`config.mk`:
```
export PLATFORM = sky130hd
export DESIGN_NAME = fpu_classify
export DESIGN_NICKNAME = d
export VERILOG_FILES = /design/src/rtl/fpu_classify.sv
export SDC_FILE = /design/constraint.sdc
export NUM_CORES = 1
export LEC_CHECK = 0
export CAP_MARGIN = 30
export CORE_MARGIN = 1.5
export CORE_UTILIZATION = 43
export DETAILED_ROUTE_END_ITERATION = 12
export PLACE_DENSITY = 0.95
export SETUP_SLACK_MARGIN = 0.02
export SYNTH_ARGS = -nofsm -noshare
export SYNTH_HDL_FRONTEND = slang
export SYNTH_SLANG_ARGS = --single-unit
```
`constraint.sdc`:
```
create_clock -name clk -period 3.79 [get_ports clk]
set_clock_uncertainty 0.05 [all_clocks]
set_input_delay 0.5685 -clock clk [delete_from_list [all_inputs] [get_ports clk]]
set_output_delay 0.5685 -clock clk [all_outputs]
set_load 0.05 [all_outputs]
```
`src/rtl/fpu_classify.sv`:
```
// fpu_classify: IEEE-754 operand classifier (RISC-V fclass encoding) behind a
// 2-entry result FIFO with valid/ready handshakes on both sides. The class is
// decoded before the write, so each FIFO entry holds only the 10 class bits.
module fpu_classify #(
   parameter int Std = 31,
   parameter int Exp = 7,
   parameter int Man = 22
) (
   input  logic           clk,
   input  logic           rst,
   input  logic           in_valid,
   output logic           in_ready,
   input  logic [Std:0]   IEEE_A,
   output logic           out_valid,
   input  logic           out_ready,
   output logic [Std:0]   class_out
);

   // Field bounds of the exponent inside the operand.
   localparam int ExpHi = Std - 1;
   localparam int ExpLo = Std - Exp - 1;

   // Pure field-compare decode to a one-hot fclass vector; no arithmetic, so
   // it works for any exponent/mantissa split.
   function automatic logic [9:0] classify(input logic [Std:0] a);
      logic         sign;
      logic [Exp:0] e;
      logic [Man:0] m;
      logic         e_ones;
      logic         e_zero;
      logic         m_zero;
      logic [9:0]   cls;
      sign   = a[Std];
      e      = a[ExpHi:ExpLo];
      m      = a[Man:0];
      e_ones = &e;
      e_zero = ~|e;
      m_zero = ~|m;
      cls    = 10'd0;
      if (e_ones) begin
         if (m_zero) begin
            if (sign) cls = 10'b00_0000_0001;
            else      cls = 10'b00_1000_0000;
         end else if (m[Man]) begin
            cls = 10'b10_0000_0000;
         end else begin
            cls = 10'b01_0000_0000;
         end
      end else if (e_zero) begin
         if (m_zero) begin
            if (sign) cls = 10'b00_0000_1000;
            else      cls = 10'b00_0001_0000;
         end else begin
            if (sign) cls = 10'b00_0000_0100;
            else      cls = 10'b00_0010_0000;
         end
      end else begin
         if (sign) cls = 10'b00_0000_0010;
         else      cls = 10'b00_0100_0000;
      end
      return cls;
   endfunction

   logic [9:0] mem_r [0:1];
   logic       wr_ptr_r;
   logic       rd_ptr_r;
   logic [1:0] count_r;
   logic       accept_s;
   logic       pop_s;
   logic [9:0] class_s;

   // Handshake qualifiers and the decoded class of the offered operand.
   always_comb begin
      accept_s = in_valid & in_ready;
      pop_s    = out_valid & out_ready;
      class_s  = classify(IEEE_A);
   end

   // Output decode from registered state only: ready from count, data masked when empty.
   always_comb begin
      in_ready  = (count_r != 2'd2);
      out_valid = (count_r != 2'd0);
      class_out = '0;
      if (count_r != 2'd0) begin
         class_out[9:0] = mem_r[rd_ptr_r];
      end else begin
         class_out[9:0] = 10'd0;
      end
   end

   // FIFO storage: written on accept; contents never need reset since empty masks them.
   always_ff @(posedge clk) begin
      if (accept_s) begin
         mem_r[wr_ptr_r] <= class_s;
      end
   end

   // Pointer and occupancy control; reset wins over a same-cycle accept or pop.
   always_ff @(posedge clk) begin
      if (rst) begin
         wr_ptr_r <= 1'b0;
         rd_ptr_r <= 1'b0;
         count_r  <= 2'd0;
      end else begin
         if (accept_s) wr_ptr_r <= ~wr_ptr_r;
         if (pop_s)    rd_ptr_r <= ~rd_ptr_r;
         case ({accept_s, pop_s})
            2'b10:   count_r <= count_r + 2'd1;
            2'b01:   count_r <= count_r - 2'd1;
            default: count_r <= count_r;
         endcase
      end
   end

endmodule

```
# [After elaboration in Yosys (flattened, before gate mapping)]
# Memories as Yosys holds them, arrays and structs flattened. A register that Yosys moved wholly into a read port is not among the register bits.
# Index checks and enable logic that the tools add are counted.
[word_totals] mem_count=1 reg_bits=4 inputBits=36 wordCells=33 mem_bits_rw=20 output_inout_bits=34
[classes] n_mux=15 bitwise=4 add_sub_neg=2 n_eq_ne=3 reduce_logical=5
[mem_list] name="mem_r" words=2 word_bits=10 rd=1 rd_clocked_by_memory_dff=1 wr=1 line="64" text="logic [9:0] mem_r [0:1];"
[op_table] cell="$mux W10" count=6
[op_table] cell="$reduce_or A23 Y1" count=1
[op_table] cell="$mux W8" count=1
[op_table] cell="$reduce_and A8 Y1" count=1
[op_table] cell="$reduce_or A8 Y1" count=1
[op_table] cell="$mux W7" count=1
[op_table] cell="$mux W6" count=1
[op_table] cell="$mux W5" count=1
[op_table] cell="$mux W1" count=4
[op_table] cell="$pmux W2 S2" count=1
[op_table] cell="$reduce_bool A2 Y1" count=2
[op_table] cell="$add A2 B1 Y2 const B" count=1
[op_table] cell="$and A1 B1 Y1" count=2
[op_table] cell="$eq A2 B1 Y1 const B" count=1
[op_table] cell="$eq A2 B2 Y1 const B" count=1
[op_table] cell="$ne A2 B2 Y1 const B" count=1
[op_table] cell="$not A1 Y1" count=2
[op_table] cell="$sub A2 B1 Y2 const B" count=1

# [Depth between registers and ports, before layout]
[logic_depth] ltp_word=4 depth_mapped=6 mapped_depth_nobuf=6

# [Least setup slack after synthesis]
# Ideal clock, no wire load.
[synth_timing] path_type="register to register" start="register count_r[0]" end="register count_r[1]" t_required_ns=3.670 path_buffers=0 setup_slack_ns=1.853 setup_time_ns=0.070 period_less_slack_ns=1.937 path_stages_with_launch=6 arrival_time_ns=1.817 cell_sequence="dfxtp_1 > nand2b_1 > nand2_1 > ha_1 > or3_1 > a21oi_1"
[synth_via] elab_chain_len=4 word_cells_on_any_way=10 cone_classes="2 x add/sub; 3 x eq/ne; 1 x mux; 2 x bitwise; 2 x reduce/logical"
[synth_lines] element="from (decl)" line="67" text="logic [1:0] count_r;"
[synth_lines] element="from (signal assigned)" line="108" text="2'b10: count_r <= count_r + 2'd1;"
[synth_lines] element="from (signal assigned)" line="109" text="2'b01: count_r <= count_r - 2'd1;"
[synth_lines] element="from (signal assigned)" line="110" text="default: count_r <= count_r;"
[synth_lines] element="$ne A2 B2 Y1 *" line="81" text="in_ready = (count_r != 2'd2);"
[synth_lines] element="named net in_ready" line="12" text="output logic in_ready,"
[synth_lines] element="$and A1 B1 Y1 *" line="74" text="accept_s = in_valid & in_ready;"
[synth_lines] element="$eq A2 B1 Y1 / $eq A2 B2 Y1 (equally long branches)" line="107" text="case ({accept_s, pop_s})"
[synth_lines] element="$pmux W2 S2 / $reduce_bool A2 Y1 (equally long branches)"
# The timed path passes the listed nets; every way through them passes the cells marked *.
# A chain may end at the register's enable or synchronous reset.

# [Final worst setup path]
[layout_timing] start="register count_r[0]" end="output port class_out[2]"
[layout_via] elab_chain_len=2
[layout_lines] element="$reduce_bool A2 Y1" line="84" text="if (count_r != 2'd0) begin"
[layout_lines] element="$mux W10" line="84"
[layout_lines] element="to (decl)" line="16" text="output logic [Std:0] class_out"
# Every way passes these cells.

==> flow_metrics.py <==
metrics = {
    "status": {
        "status": "finished clean",
    },
    "clock_network": {
        "ctsHoldBuffers": 0,
        "ctsRootBufferMaster": "clkbuf_4",
        "cts_tree": "done",
        "cts_setup_buffers": 0,
        "htreeDepth": 1,
        "cts_resized": 0,
        "clk_latency_ns": 0.30,
        "cts_buffer_depth": 2,
        "clkSinkCount": 25,
        "path_clk_slew_ns": 0.13,
        "cts_made_buffers": 3,
    },
    "synth": {
        "synth_seq_area_share_pct": 50.6,
        "synth-seq-cells": 25,
        "synth_cell_type_count": 32,
        "netlist_instances": 122,
        "syn_avg_cell_area_um2": 11.3,
        "syn_area_mm2": 0.00138,
        "ys_warn_count": 0,
    },
    "grt": {
        "grt_pass1_vias": 927,
        "grt_pass1_wl_um": 3780,
        "grt_max_degree": 15,
        "antenna_found_initial": 0,
        "track_usage_pct": 14.1,
        "grt-ovfl-total": 0,
    },
    "floorplan": {
        "fp-row-count": 20,
        "die_w_um": 59.7,
        "initial_utilization_pct": 45.3,
        "fp.dieH_um": 59.7,
        "design.core.area_mm2": 0.00305,
        "fp.dieArea_mm2": 0.00357,
        "ios": 70,
    },
    "timing": {
        "final_hold_viol_count": 0,
        "post-route-period-util_pct": 72.4,
        "setup_ws_ns": 1.04,
        "layout_min_cycle_time_ns": 2.75,
        "rsz0062_at_grt": "false",
        "max_slew_margin_pct": 52.0,
        "max_freq_mhz": 364,
        "setup_violations": 0,
        "finalMaxSlewViolations": 0,
        "worst_pin_slew_ns": 0.717,
        "tns_ns": 0,
    },
    "cells_and_area": {
        "fin_util_pct": 60.2,
        "final_cell_mix": "clkdlybuf4s50_1 (47), conb_1 (22), edfxtp_1 (20), nor2_1 (15), mux2i_1 (10)",
        "area_delta_synth_final_pct": 32.8,
        "antenna_cells": 0,
        "design_area_mm2": 0.00184,
        "final_common_cell": "clkdlybuf4s50_1",
        "finalNetCount": 207,
        "drive_above_1_share_pct": 7.10,
    },
    "power_and_ir_drop": {
        "power.leakage_nw": 0.678,
        "ir_worst_vdd_mv": 0.184,
        "powerDensity_mw_per_mm2": 596,
    },
    "worst_setup_path": {
        "crit_path_top_delay_cell": "clkdlybuf4s50_1",
        "cp.required_ns": 3.17,
        "end_kind": "output pin",
        "path_cells": "nor2_1 -> nor2_1 -> clkdlybuf4s50_1",
        "cp_top_family": "buffers and inverters",
        "critPathArrivalTime_ns": 2.13,
        "startpoint_type": "register",
        "criticalPathCategory": "register to output pin",
        "crit_buf_inv": 1,
        "crit_top_cell": "nor2_1",
        "crit_fanout": 11,
        "crit_path_max_incr_delay_ns": 0.73,
    },
    "placement": {
        "numPortBuffers": 47,
        "place_area_mm2": 0.00181,
        "pre_cts_slack_ns": 1.39,
        "dpl.hpwl_um": 1950,
        "place.gp.congestion": 0.799,
    },
    "run": {
        "max-cap-violations": 0,
    },
    "routing": {
        "routed_wl_um": 2360,
        "viasPerCell": 4.70,
        "drtPass1Iterations": 4,
        "ant_nets": 0,
        "route.detailed.drc": 0,
        "drt_iter0_markers": 20,
        "num_vias": 1001,
        "wl_per_cell_um": 11.1,
    },
    "min_path": {
        "holdCritPathClass": "register to register",
    },
}
-- cell type report --
class	count	area [um2]
Clock buffer	3	22.5
Fill cell	254	1210
Clock inverter	1	5.00
Multi-Input combinational cell	88	566
Tap cell	44	55.1
Inverter	5	18.8
Timing Repair Buffer	47	470
Sequential cell	25	701
-- sequential cells by signal, summed over array words and instances, names as in the netlist, named ones only --
| register | count |
|---|---|
| rd_ptr_r | 1 |
| count_r | 2 |
| mem_r | 20 |
| wr_ptr_r | 1 |
-- kinds of logic after synthesis --
family	count (synthesis)	synth area share, %
xor gates and xnor gates	3	1.90
and+or+nand+nor	43	20.8
adders and majority gates	1	0.904
muxes	10	7.23
DFF	25	50.6
buffers and inverters	30	14.2
other	1	0.271
AOI/OAI and AO/OA	9	4.07
-- final timing paths --
path	startpoint	to	slack (ns)	cells past startpoint
setup / recovery	count_r[0]$_SDFFE_PP0P_	class_out[2]	1.04	3
hold reg to reg	count_r[1]$_SDFFE_PP0P_	count_r[1]$_SDFFE_PP0P_	0.49	2
hold / removal	count_r[1]$_SDFFE_PP0P_	count_r[1]$_SDFFE_PP0P_	0.49	2
setup reg to reg	count_r[0]$_SDFFE_PP0P_	count_r[1]$_SDFFE_PP0P_	2.09	5
-- Yosys cell counts, drive strengths merged --
master | instances | area (um2)
a211oi | 1 | 7.51
a21bo | 1 | 10.0
a21oi | 4 | 20.0
and2 | 1 | 6.26
and3 | 3 | 18.8
and4 | 1 | 10.0
buf | 23 | 170
clkbuf | 2 | 7.51
conb | 1 | 3.75
dfxtp | 5 | 100
edfxtp | 20 | 601
ha | 1 | 12.5
inv | 5 | 18.8
mux2i | 10 | 100
nand2 | 3 | 11.3
nand2b | 1 | 6.26
nand3 | 1 | 5.00
nand3b | 1 | 7.51
nand4 | 3 | 25.0
nor2 | 15 | 56.3
nor3 | 3 | 15.0
nor4 | 9 | 114
o2111ai | 1 | 8.76
o21ai | 2 | 10.0
or2 | 1 | 6.26
or3 | 1 | 6.26
xnor2 | 1 | 8.76
xor2 | 2 | 17.5
-- power by group --
| part | internal, mW | switching (mW) | total, mW |
|---|---|---|---|
| Clock | 0.0393 | 0.0747 | 0.114 |
| Sequential | 0.348 | 0.0405 | 0.389 |
| Combinational | 0.202 | 0.391 | 0.593 |
-- routing by layer --
layer	share of wire [%]	track usage [%]
met1	38	15.7
met2	53	25.5
met3	7.7	2.81
met4	1.2	6.67
met5	0	0
-- tightest hold or removal path: stages, from the launching register on --
cell and delay [ns]:
dfxtp_1 0.37, o21ai_0 0.08, a21oi_1 0.06
-- stage by stage --
| stage | hold WS (ns) | power (mW) | cells |
|---|---|---|---|
| after CTS | 0.484 | 1.10 | 213 |
| after global placement | 0.436 | 0.976 | 209 |
| final | 0.485 | 1.10 | 213 |
| after detailed placement | 0.465 | 0.990 | 209 |
| after floorplan | 0.422 | 0.820 | 143 |
| after global routing | 0.523 | 1.15 | 213 |
Note: power is estimated with default switching activity, not from simulation.
